### src/rtl/uart_word_bridge.sv
`default_nettype none
// ============================================================================
// uart_word_bridge : packs UART RX bytes into words, serialises words to UART TX
// Revision 1.0
// ============================================================================
module uart_word_bridge #(
    parameter int NB_DATA = 32,
    parameter int N_BITS  = 8
) (
    input  logic                 i_clock,
    input  logic                 i_reset,
    input  logic                 i_rx_done,
    input  logic [N_BITS-1:0]    i_rx_data,
    input  logic                 i_rx_clear,
    output logic [NB_DATA-1:0]   o_word,
    output logic                 o_word_valid,
    output logic [1:0]           o_rx_count,
    input  logic                 i_word_start,
    input  logic [NB_DATA-1:0]   i_word,
    output logic                 o_tx_start,
    output logic [N_BITS-1:0]    o_tx_data,
    input  logic                 i_tx_done,
    output logic                 o_tx_busy,
    output logic                 o_word_done
);

    localparam int N_BYTES = NB_DATA / N_BITS;
    localparam int SH_W    = NB_DATA - N_BITS;
    localparam logic [1:0] LAST_IDX = 2'(N_BYTES - 1);

    typedef enum logic [1:0] {
        ST_IDLE = 2'd0,
        ST_SEND = 2'd1,
        ST_WAIT = 2'd2,
        ST_DONE = 2'd3
    } tx_state_t;

    logic [SH_W-1:0]    rx_shift;
    tx_state_t          tx_state;
    logic [NB_DATA-1:0] tx_buf;
    logic [1:0]         tx_idx;

    // RX packer: only the lower bytes need storing, the newest byte completes the word
    always_ff @(posedge i_clock or posedge i_reset) begin
        if (i_reset) begin
            rx_shift     <= '0;
            o_rx_count   <= '0;
            o_word       <= '0;
            o_word_valid <= 1'b0;
        end else begin
            o_word_valid <= 1'b0;
            if (i_rx_clear) begin
                rx_shift   <= '0;
                o_rx_count <= '0;
            end else if (i_rx_done) begin
                rx_shift <= SH_W'({rx_shift, i_rx_data});
                if (o_rx_count == LAST_IDX) begin
                    o_word       <= {rx_shift, i_rx_data};
                    o_word_valid <= 1'b1;
                    o_rx_count   <= '0;
                end else begin
                    o_rx_count <= o_rx_count + 2'd1;
                end
            end
        end
    end

    // TX serialiser. SEND spends one cycle loading the byte and one cycle with
    // o_tx_start high, except for the first byte which is loaded straight from IDLE.
    always_ff @(posedge i_clock or posedge i_reset) begin
        if (i_reset) begin
            tx_state    <= ST_IDLE;
            tx_buf      <= '0;
            tx_idx      <= '0;
            o_tx_start  <= 1'b0;
            o_tx_data   <= '0;
            o_tx_busy   <= 1'b0;
            o_word_done <= 1'b0;
        end else begin
            o_word_done <= 1'b0;
            case (tx_state)
                ST_IDLE: begin
                    if (i_word_start) begin
                        tx_buf     <= i_word;
                        tx_idx     <= LAST_IDX;
                        o_tx_data  <= i_word[NB_DATA-1 -: N_BITS];
                        o_tx_start <= 1'b1;
                        o_tx_busy  <= 1'b1;
                        tx_state   <= ST_SEND;
                    end
                end
                ST_SEND: begin
                    if (o_tx_start) begin
                        o_tx_start <= 1'b0;
                        tx_state   <= ST_WAIT;
                    end else begin
                        o_tx_start <= 1'b1;
                        o_tx_data  <= tx_buf[N_BITS*tx_idx +: N_BITS];
                    end
                end
                ST_WAIT: begin
                    if (i_tx_done) begin
                        if (tx_idx == 2'd0) begin
                            o_word_done <= 1'b1;
                            o_tx_busy   <= 1'b0;
                            tx_state    <= ST_DONE;
                        end else begin
                            tx_idx   <= tx_idx - 2'd1;
                            tx_state <= ST_SEND;
                        end
                    end
                end
                ST_DONE: begin
                    tx_state <= ST_IDLE;
                end
                default: tx_state <= ST_IDLE;
            endcase
        end
    end

endmodule
`default_nettype wire

### config.mk
export PLATFORM = sky130hd
export DESIGN_NAME = uart_word_bridge
export DESIGN_NICKNAME = d
export VERILOG_FILES = /design/src/rtl/uart_word_bridge.sv
export SDC_FILE = /design/constraint.sdc
export NUM_CORES = 1
export LEC_CHECK = 0
export CAP_MARGIN = 20
export CELL_PAD_IN_SITES_DETAIL_PLACEMENT = 2
export CELL_PAD_IN_SITES_GLOBAL_PLACEMENT = 2
export CORE_MARGIN = 4
export CORE_UTILIZATION = 33
export CTS_BUF_LIST = sky130_fd_sc_hd__clkbuf_4
export DETAILED_ROUTE_END_ITERATION = 10
export GPL_TIMING_DRIVEN = 0
export PLACE_DENSITY_LB_ADDON = 0.15
export RECOVER_POWER = 100
export SYNTH_ARGS = -nofsm -noshare
export SYNTH_HDL_FRONTEND = slang
export SYNTH_SLANG_ARGS = --single-unit
### constraint.sdc
create_clock -name i_clock -period 3.65 [get_ports i_clock]
set_input_delay 0.9125 -clock i_clock [delete_from_list [all_inputs] [get_ports i_clock]]
set_output_delay 0.9125 -clock i_clock [all_outputs]
set_load 0.01 [all_outputs]
==> results of run 1 <==
## routing by layer
layer / routed length [um] / vias to the layer above
met5: 0 / -
met4: 182 / 0
met3: 621 / 13
met2: 5600 / 68
met1: 4450 / 1423
li1: - / 1262
## area by class of cell
cell class	instances	area (sq um)	area share, %
tap	172	215	3.84
buffer	18	83.8	1.49
multi-input combinational	167	1580	28.2
timing repair buffer	91	916	16.3
clock buffer	11	82.6	1.47
sequential	106	2650	47.3
inverter	8	31.3	0.558
clock inverter	5	45.0	0.803
## stage by stage
step / cells / power [uW] / setup WS [ns] / instance area, sq um
global placement: 560 / 2720 / 0.295 / 5500
finish: 578 / 3270 / 0.944 / 5610
floorplan: 299 / 2330 / 1.46 / 4390
global route: 578 / 3480 / 0.562 / 5610
detailed placement: 562 / 2780 / 1.01 / 5540
CTS: 578 / 3380 / 1.16 / 5660
## path summary, 6_finish.rpt
path	from	end	cells after the start
hold / removal	o_tx_busy	o_tx_busy	1
max in group i_clock	i_word_start	tx_buf[5]	4
setup reg to reg	tx_state[0]	tx_buf[5]	4
setup / recovery	i_reset	o_word_valid	3
min in group asynchronous	i_reset	rx_shift[22]	2
hold reg to reg	o_tx_busy	o_tx_busy	1
## state kept, by name, indices dropped and copies added (netlist names)
register	count
o_tx_data	8
o_tx_busy	1
tx_state	2
o_rx_count	2
tx_idx	2
o_word_done	1
o_word	32
o_word_valid	1
rx_shift	24
o_tx_start	1
tx_buf	32
## cell families after synthesis
group                      count (synthesis)
buffers and inverters                     26
and+or+nand+nor                           48
DFF                                      106
muxes                                     98
adders and majority gates                  3
AOI/OAI and AO/OA                         18
## power by group through the flow
stage | registers (uW) | clock network [uW] | logic [uW]
detailed placement | 1650 | 0 | 1130
global route | 1660 | 673 | 1150
CTS | 1630 | 621 | 1130
finish | 1620 | 596 | 1050
floorplan | 1630 | 0 | 706
global placement | 1640 | 0 | 1080
## cells in the mapped netlist (2+ instances only)
library cell	n	area share [%]
buf_4	4	0.68
dfrtp_1	106	60
a221o_1	8	1.8
mux2_2	58	15
o21ai_0	2	0.23
inv_1	8	0.68
ha_1	3	0.86
and2_1	8	1.1
buf_2	10	1.1
clkbuf_1	3	0.26
a211o_1	2	0.40
mux2_1	6	1.5
mux2i_1	26	5.9
nand2_1	4	0.34
nor2_1	27	2.3
mux4_2	7	3.6
a211oi_1	2	0.34
==> flow_summary_export.csv, run 1 <==
group,metric,value,unit
routing,first_pass_iters,4,
cts,hold_buffers,0,
timing,skew,0.0173,ns
placement,place_congestion,0.724,
final_layout,num-nets-final,450,
final_layout,syn_to_final_growth,27.9,%
final_layout,final_common_cell,"dfrtp_1",
routing,antenna_left,0,
die,io-pin-count,92,
cts,cts_resized,0,
synth,synth_top_family_by_area,"multiplexers",
synth,syn_inst,299,
critical_path,worst_ep_required_time,4.14,ns
pwr,combPwrFrac,32.2,%
timing,tightest_slew,1.45,ns
placement,io_buffers,89,
die,chipWidth,123,um
flow_run,maxCapViolCount,0,
die,dieArea,0.0152,sq mm
grt,grt_overflow,0,
critical_path,end_kind,"async pin",
synth,synthSimpleGateAreaFrac,5.65,%
synth,yosysUniqueCellTypes,32,
timing,max_slew_margin,2.49,%
cts,cts_setup_buffers,0,
pwr,clockPowerShare,18.2,%
synth,synthAdderAreaFrac,0.856,%
die,rows,41,
critical_path,path_cells,"dlygate4sd3_1 > clkinvlp_2 > clkbuf_2",
synth,synth-edff-count,0,
grt,grt_pass1_vias,3192,
grt,antenna_found_initial,0,
routing,avgViaCountPerCell,4.79,
cts,clock-sinks,106,
die,start_util,34.2,%
placement,place.detailed.hpwl,8.01,mm
cts,cts_tree,"yes",
die,die_h,123,um
pwr,p_per_area,582,mW/mm^2
routing,drc,0,
synth,ys_ff_latch,106,
synth,synth_xor_area_share,0,%
timing,tns,0,ns
routing,drtIter0Drc,94,
critical_path,cp_top_family,"buffers and inverters",
synth,synthMuxAreaShare,26.6,%
synth,synth_compound_area_share,3.45,%
critical_path,startpoint_type,"input pin",
die,core_region_area,0.0128,sq mm
final_layout,diodes,0,
critical_path,crit_type,"input pin to async pin",
grt,use_met3,4.62,%
routing,via_count,2766,
critical_path,crit_buf_inv,3,
routing,wl,10.9,mm
pwr,vdd_drop_max,0.000249,V
critical_path,slowest_delay,0.86,ns
timing,rsz0062_at_grt,"no",
pwr,p_switching,986,uW
synth,async_reset_ff_share,100,%
synth,syn_nets,348,
timing,hold_viol_final,0,
cts,path_clk_slew,0.16,ns
timing,fin_crit_sh,74.1,%
pwr,power.leakage,0.00270,uW
timing,setup_viol,0,
pwr,swShare,30.2,%
pwr,internal-power,2280,uW
critical_path,r2r_slack,1.52,ns
critical_path,slowest_stage,"clkinvlp_2",
cts,clock_latency,0.47,ns
cts,cts_root_buf,"clkbuf_4",
timing,timing.hold.ws,0.505,ns
timing,clock.fmax,370,MHz
pwr,sequentialPowerShare,49.5,%
grt,grt.busiest_layer,"met2",
grt,met1_usage,17.9,%
final_layout,fin_util,43.7,%
cts,htreeDepth,3,
synth,ys_seq_area_share,60.5,%
final_layout,layout-drive-gt1-share,20.9,%
routing,wl_per_cell,18.8,um
critical_path,crit_arrival,3.20,ns
synth,avgSynthCellArea,14.7,sq um
final_layout,layout_common_cells,"dfrtp_1, mux2_2, dlygate4sd3_1",
cts,cts_buffers,9,
critical_path,worstPathMaxFanout,37,
grt,grt_max_degree,40,
timing,maxSlewViolCount,0,
cts,ctsLongestPathBuffers,2,
final_layout,fillers,1299,
status,status,"finished clean",
grt,grt_util_all_layers,15.5,%
synth,ys.flop_type,"dfrtp_1",
synth,yosys_warnings,0,
grt,grt.met2_usage,26.9,%
synth,syn_area,0.00439,sq mm
grt,grt_pass1_wl,17.6,mm
timing,fin_crit,2.71,ns
worst_hold_path,holdCritPathClass,"register to register",
No activity file was read; power rests on OpenSTA's default activity.
==> run 2: changes to the inputs <==
==> constraint.sdc (replaced) <==
create_clock -name i_clock -period 2.4 [get_ports i_clock]
set_input_delay 0.6 -clock i_clock [delete_from_list [all_inputs] [get_ports i_clock]]
set_output_delay 0.6 -clock i_clock [all_outputs]
set_load 0.01 [all_outputs]
==> flow_summary_export.csv, run 2 (synthesized netlist as in run 1, its figures left out) <==
group,metric,value,unit
routing,drtIter0Drc,98,
grt,grt_overflow,0,
critical_path,r2r_start,"tx_state[0]",
timing,maxSlewViolCount,31,
cts,path_clk_slew,0.16,ns
critical_path,cp_top_family,"buffers and inverters",
die,rows,41,
die,core_region_area,0.0128,sq mm
final_layout,diodes,0,
placement,dpl_cell_area,0.00554,sq mm
cts,cts_root_buf,"clkbuf_4",
die,start_util,34.2,%
final_layout,reg_top3,"o_word x32, tx_buf x32, rx_shift x24",
critical_path,rr_endpoint,"tx_buf[14]",
final_layout,final_cell_area,0.00563,sq mm
timing,timing.hold.ws,0.428,ns
final_layout,syn_to_final_growth,28.3,%
die,dieArea,0.0152,sq mm
timing,tightest_slew,1.52,ns
routing,wl,10.9,mm
final_layout,num-nets-final,450,
cts,cts_resized,0,
critical_path,crit_buf_inv,1,
grt,antenna_found_initial,0,
critical_path,slowest_delay,0.63,ns
die,die_h,123,um
flow_run,maxCapViolCount,1,
timing,setup_viol,0,
pwr,vdd_drop_max,0.000382,V
critical_path,startpoint_type,"register",
routing,via_count,2781,
placement,io_buffers,89,
timing,fin_crit,2.17,ns
critical_path,worstPathMaxFanout,6,
worst_hold_path,holdCritPathClass,"input pin to register",
critical_path,critPathCapture,"o_tx_start",
critical_path,crit_arrival,1.57,ns
critical_path,worst_ep_required_time,1.80,ns
pwr,combPwrFrac,32.3,%
timing,rsz0062_at_grt,"no",
routing,drc,0,
routing,wl_per_cell,18.9,um
timing,tns,0,ns
pwr,clockPowerShare,18.3,%
cts,cts_tree,"yes",
die,io-pin-count,92,
routing,avgViaCountPerCell,4.81,
final_layout,final_common_cell,"dfrtp_1",
timing,fin_crit_sh,90.4,%
cts,clock_latency,0.47,ns
grt,grt_max_degree,40,
critical_path,rr_worst_depth,4,
pwr,p_switching,1500,uW
final_layout,layout-drive-gt1-share,21.4,%
timing,max_slew_margin,-2.06,%
routing,first_pass_iters,4,
grt,grt_pass1_vias,3192,
critical_path,r2r_slack,0.32,ns
cts,ctsLongestPathBuffers,2,
timing,hold_viol_final,0,
critical_path,end_kind,"primary output",
placement,place_congestion,0.724,
pwr,swShare,30.2,%
cts,cts_setup_buffers,0,
cts,hold_buffers,0,
critical_path,path_cells,"dlygate4sd3_1",
critical_path,path_depth,1,
routing,antenna_left,0,
status,status,"finished, violations left",
pwr,internal-power,3470,uW
cts,cts_buffers,9,
pwr,power.leakage,0.00271,uW
final_layout,fin_util,43.9,%
final_layout,layout_common_cells,"dfrtp_1, mux2_2, dlygate4sd3_1",
critical_path,crit_path_start,"o_tx_start",
timing,clock.fmax,461,MHz
die,chipWidth,123,um
timing,skew,0.0167,ns
grt,grt_util_all_layers,15.5,%
critical_path,slowest_stage,"dlygate4sd3_1",
status,violations,"max-capacitance violations, max-slew violations",
placement,place.detailed.hpwl,8.01,mm
pwr,p_per_area,884,mW/mm^2
pwr,sequentialPowerShare,49.5,%
critical_path,crit_type,"register to primary output",
grt,grt_pass1_wl,17.6,mm
cts,htreeDepth,3,
cts,clock-sinks,106,
## run 2: cell count changes in the layout (fill, tap and decap cells not counted), sizes merged
cell           previous run  this run
buf                       5         6
dlygate4sd3              48        47
clkdlybuf4s50            41        42
clkbuf                   26        25
## run 2: worst min path at each step
stage | slack [ns] | startpoint | depth (start not counted) | to
CTS | 0.40 | i_rx_clear | 2 | rx_shift[21]
finish | 0.43 | i_rx_clear | 2 | rx_shift[21]
floorplan | 0.45 | tx_buf[0] | 1 | tx_buf[0]
detailed placement | 0.48 | o_tx_busy | 1 | o_tx_busy
global placement | 0.47 | rx_shift[20] | 1 | o_word[28]
global route | 0.40 | i_rx_clear | 2 | rx_shift[22]
## run 2: layout make-up
class / instances / area, sq um
Fill cell: 1296 / 7200
Sequential cell: 106 / 2650
Buffer: 18 / 86.3
Inverter: 8 / 31.3
Tap cell: 172 / 215
Timing Repair Buffer: 91 / 931
Clock inverter: 5 / 45.0
Clock buffer: 11 / 82.6
Multi-Input combinational cell: 167 / 1580
## run 2: metal layers
metal	global-route usage (%)	wire length [um]
met5	0	0
met4	6.23	172
met3	4.62	614
met2	26.9	5690
met1	17.9	4450
## run 2: per-stage QoR
step	setup WS, ns	total power (uW)	std cells
final	0.231	4980	578
after CTS	0.220	5150	578
after detailed placement	0.0698	4230	562
after global routing	0.102	5300	578
after floorplan	0.526	3550	299
after global placement	-0.642	4130	560
## run 2: power groups by stage
| stage | Combinational [uW] | Clock (uW) | Sequential, uW |
|---|---|---|---|
| floorplan | 1070 | 0 | 2470 |
| global placement | 1640 | 0 | 2490 |
| detailed placement | 1710 | 0 | 2520 |
| CTS | 1720 | 945 | 2480 |
| global route | 1760 | 1020 | 2520 |
| finish | 1610 | 908 | 2460 |
## run 2: worst register-to-register path: cells and delay by family (launching register included)
kind	cells	cell delay, ns
buffers and inverters	2	0.72
AND/OR/NAND/NOR	1	0.45
multiplexers	1	0.41
flip-flops	1	0.40
==> variant, RTL diff (flow settings as in run 1) <==
Re-encode `tx_state_t` (4 states) as Gray code, 2 bits wide.
--- a/src/rtl/uart_word_bridge.sv
+++ b/src/rtl/uart_word_bridge.sv
@@ -31,6 +31,6 @@
     typedef enum logic [1:0] {
-        ST_IDLE = 2'd0,
-        ST_SEND = 2'd1,
-        ST_WAIT = 2'd2,
-        ST_DONE = 2'd3
+        ST_IDLE = 2'b00,
+        ST_SEND = 2'b01,
+        ST_WAIT = 2'b11,
+        ST_DONE = 2'b10
     } tx_state_t;
Check against the original RTL: no difference found for any inputs over 4 cycles, from zero or initial values and one cycle with i_reset high; so few cycles prove little.
==> variant against run 1 <==
Sequential cell count unchanged; critical path depth grew 1; non-clock buffer count is 2 higher; setup slack worse by 0.0028 ns; final cell count is 0.87% higher; critical endpoint is now tx_buf[14]$_DFFE_PP0P_; wire length grew 2.5%; count of clock-buffer cells in the layout decreased by 2; synthesized area fell by 0.74%; cell area increased by 0.85%; power increased by 2.0%.
==> variant: results (changes against run 1) <==
Vias in the first global route: 3201 (was 3192)
Switching power of the nets: 0.993 mW (was 0.986 mW)
Net count, final: 453 (was 450)
F_max: 369 MHz (was 370 MHz)
Largest net degree at the start of global routing: 33 (was 40)
Placed cell count: 564 (was 562)
R2r setup slk: 1.41 ns (was 1.52 ns)
Slew @ Worst Pin: 1.08 ns (was 1.45 ns)
Routed wire per std cell: 19.1 microns (was 18.8 microns)
Register area share after synthesis: 0.609 (was 0.605)
Via count: 2803 (was 2766)
Starting DRT DRC Count: 109 (was 94)
Final Skew: 0.0210 ns (was 0.0173 ns)
Mapped Cells: 300 (was 299)
Critical-path top delay cell: clkbuf_1 (was clkinvlp_2)
Synth area leaders: dfrtp_1 61%, mux2_2 17%, mux2i_1 6.0% (was dfrtp_1 60%, mux2_2 15%, mux2i_1 5.9%)
Fill cells: 1243 (was 1299)
Post-place setup slack: 1.01 ns (about the same)
First-pass GRT wire length: 18200 microns (was 17600 microns)
Ratio of cells with drive above 1 in the final layout: 0.235 (was 0.209)
Synth top cells by count: 106 x dfrtp_1, 64 x mux2_2, 31 x nor2_1 (was 106 x dfrtp_1, 58 x mux2_2, 27 x nor2_1)
Clk pin slew, worst setup/hold paths: 0.14 ns (was 0.16 ns)
Synthesized Nets: 349 (was 348)
Slowest Stage Delay on Critical Path: 0.61 ns (was 0.86 ns)
Crit path DAT: 3.06 ns (was 3.20 ns)
Routability cong.: 0.719 (was 0.724)
Worst VDD drop: 0.271 mV (was 0.249 mV)
Post-CTS Setup Bufs: 0 (unchanged)
Hold slack: 0.519 ns (was 0.505 ns)
Via density: 4.81 (was 4.79)
Detailed Place HPWL: 7880 microns (was 8010 microns)
Outcome: finished, final reports clean (unchanged)
Unique masters post-synth: 27 (was 32)
Initial antenna violation count: 1 (was 0)
Clk buf depth: 2 (unchanged)
Pleak: 2.71 nW (was 2.70 nW)
Post-CTS sizing: 0 (unchanged)
-- variant: cell types whose count changed after synthesis, moves of 3 or more --
cell / delta
mux2_2: +6
buf_4: -4
buf_2: +3
nor2_1: +4
o21ai_0: +4
mux2_1: -6
-- variant: kinds of logic (layout without fill, tap and decap cells) --
| logic type | after synthesis | count (layout) | synth area share |
|---|---|---|---|
| DFF | 106 | 106 | 0.609 |
| muxes | 98 | 98 | 0.268 |
| and+or+nand+nor | 50 | 50 | 0.0549 |
| buffers and inverters | 24 | 133 | 0.0261 |
| AOI/OAI and AO/OA | 19 | 19 | 0.0328 |
| adders and majority gates | 3 | 3 | 0.00862 |
| other | 0 | 2 | 0 |
-- variant: worst max-delay path by stage --
stage	startpoint	endpoint	cells past startpoint
final	i_word_start	tx_buf[14]$_DFFE_PP0P_	4
after global routing	i_reset	tx_buf[5]$_DFFE_PP0P_	4
after CTS	o_tx_start$_DFFE_PP0P_	o_tx_start	1
after detailed placement	i_word_start	tx_buf[16]$_DFFE_PP0P_	4
after global placement	i_reset	tx_state[0]$_DFFE_PP0P_	2
after floorplan	i_reset	o_rx_count[0]$_DFFE_PP0P_	1
-- variant: metal layers --
layer | track usage | wire (microns) | vias up
met5 | 0 | 0 | -
met3 | 0.0544 | 586 | 7
met4 | 0.0420 | 94 | 0
met2 | 0.279 | 5820 | 67
met1 | 0.191 | 4620 | 1458
li1 | - | - | 1271
-- variant: worst register-to-register path, stage by stage, from the launching register on --
cell	delay (ns)
dfrtp_1	0.41
buf_2	0.18
nor3b_1	0.52
clkbuf_1	0.61
mux2_2	0.41
-- variant: power by group through the flow --
stage / registers [mW] / logic, mW / clock network (mW)
4_1_cts: 1.63 / 1.09 / 0.706
5_1_grt: 1.66 / 1.15 / 0.758
6_report: 1.62 / 1.04 / 0.674
2_1_floorplan: 1.63 / 0.668 / 0
3_3_place_gp: 1.63 / 1.04 / 0
3_5_place_dp: 1.65 / 1.08 / 0
-- variant: final cells by class --
class | instances | area share
tap | 172 | 0.0380
timing repair buffer | 93 | 0.166
clock inverter | 7 | 0.0161
antenna | 2 | 0.000885
clock buffer | 9 | 0.0119
sequential | 106 | 0.469
multi-input combinational | 170 | 0.280
inverter | 6 | 0.00420
buffer | 18 | 0.0139
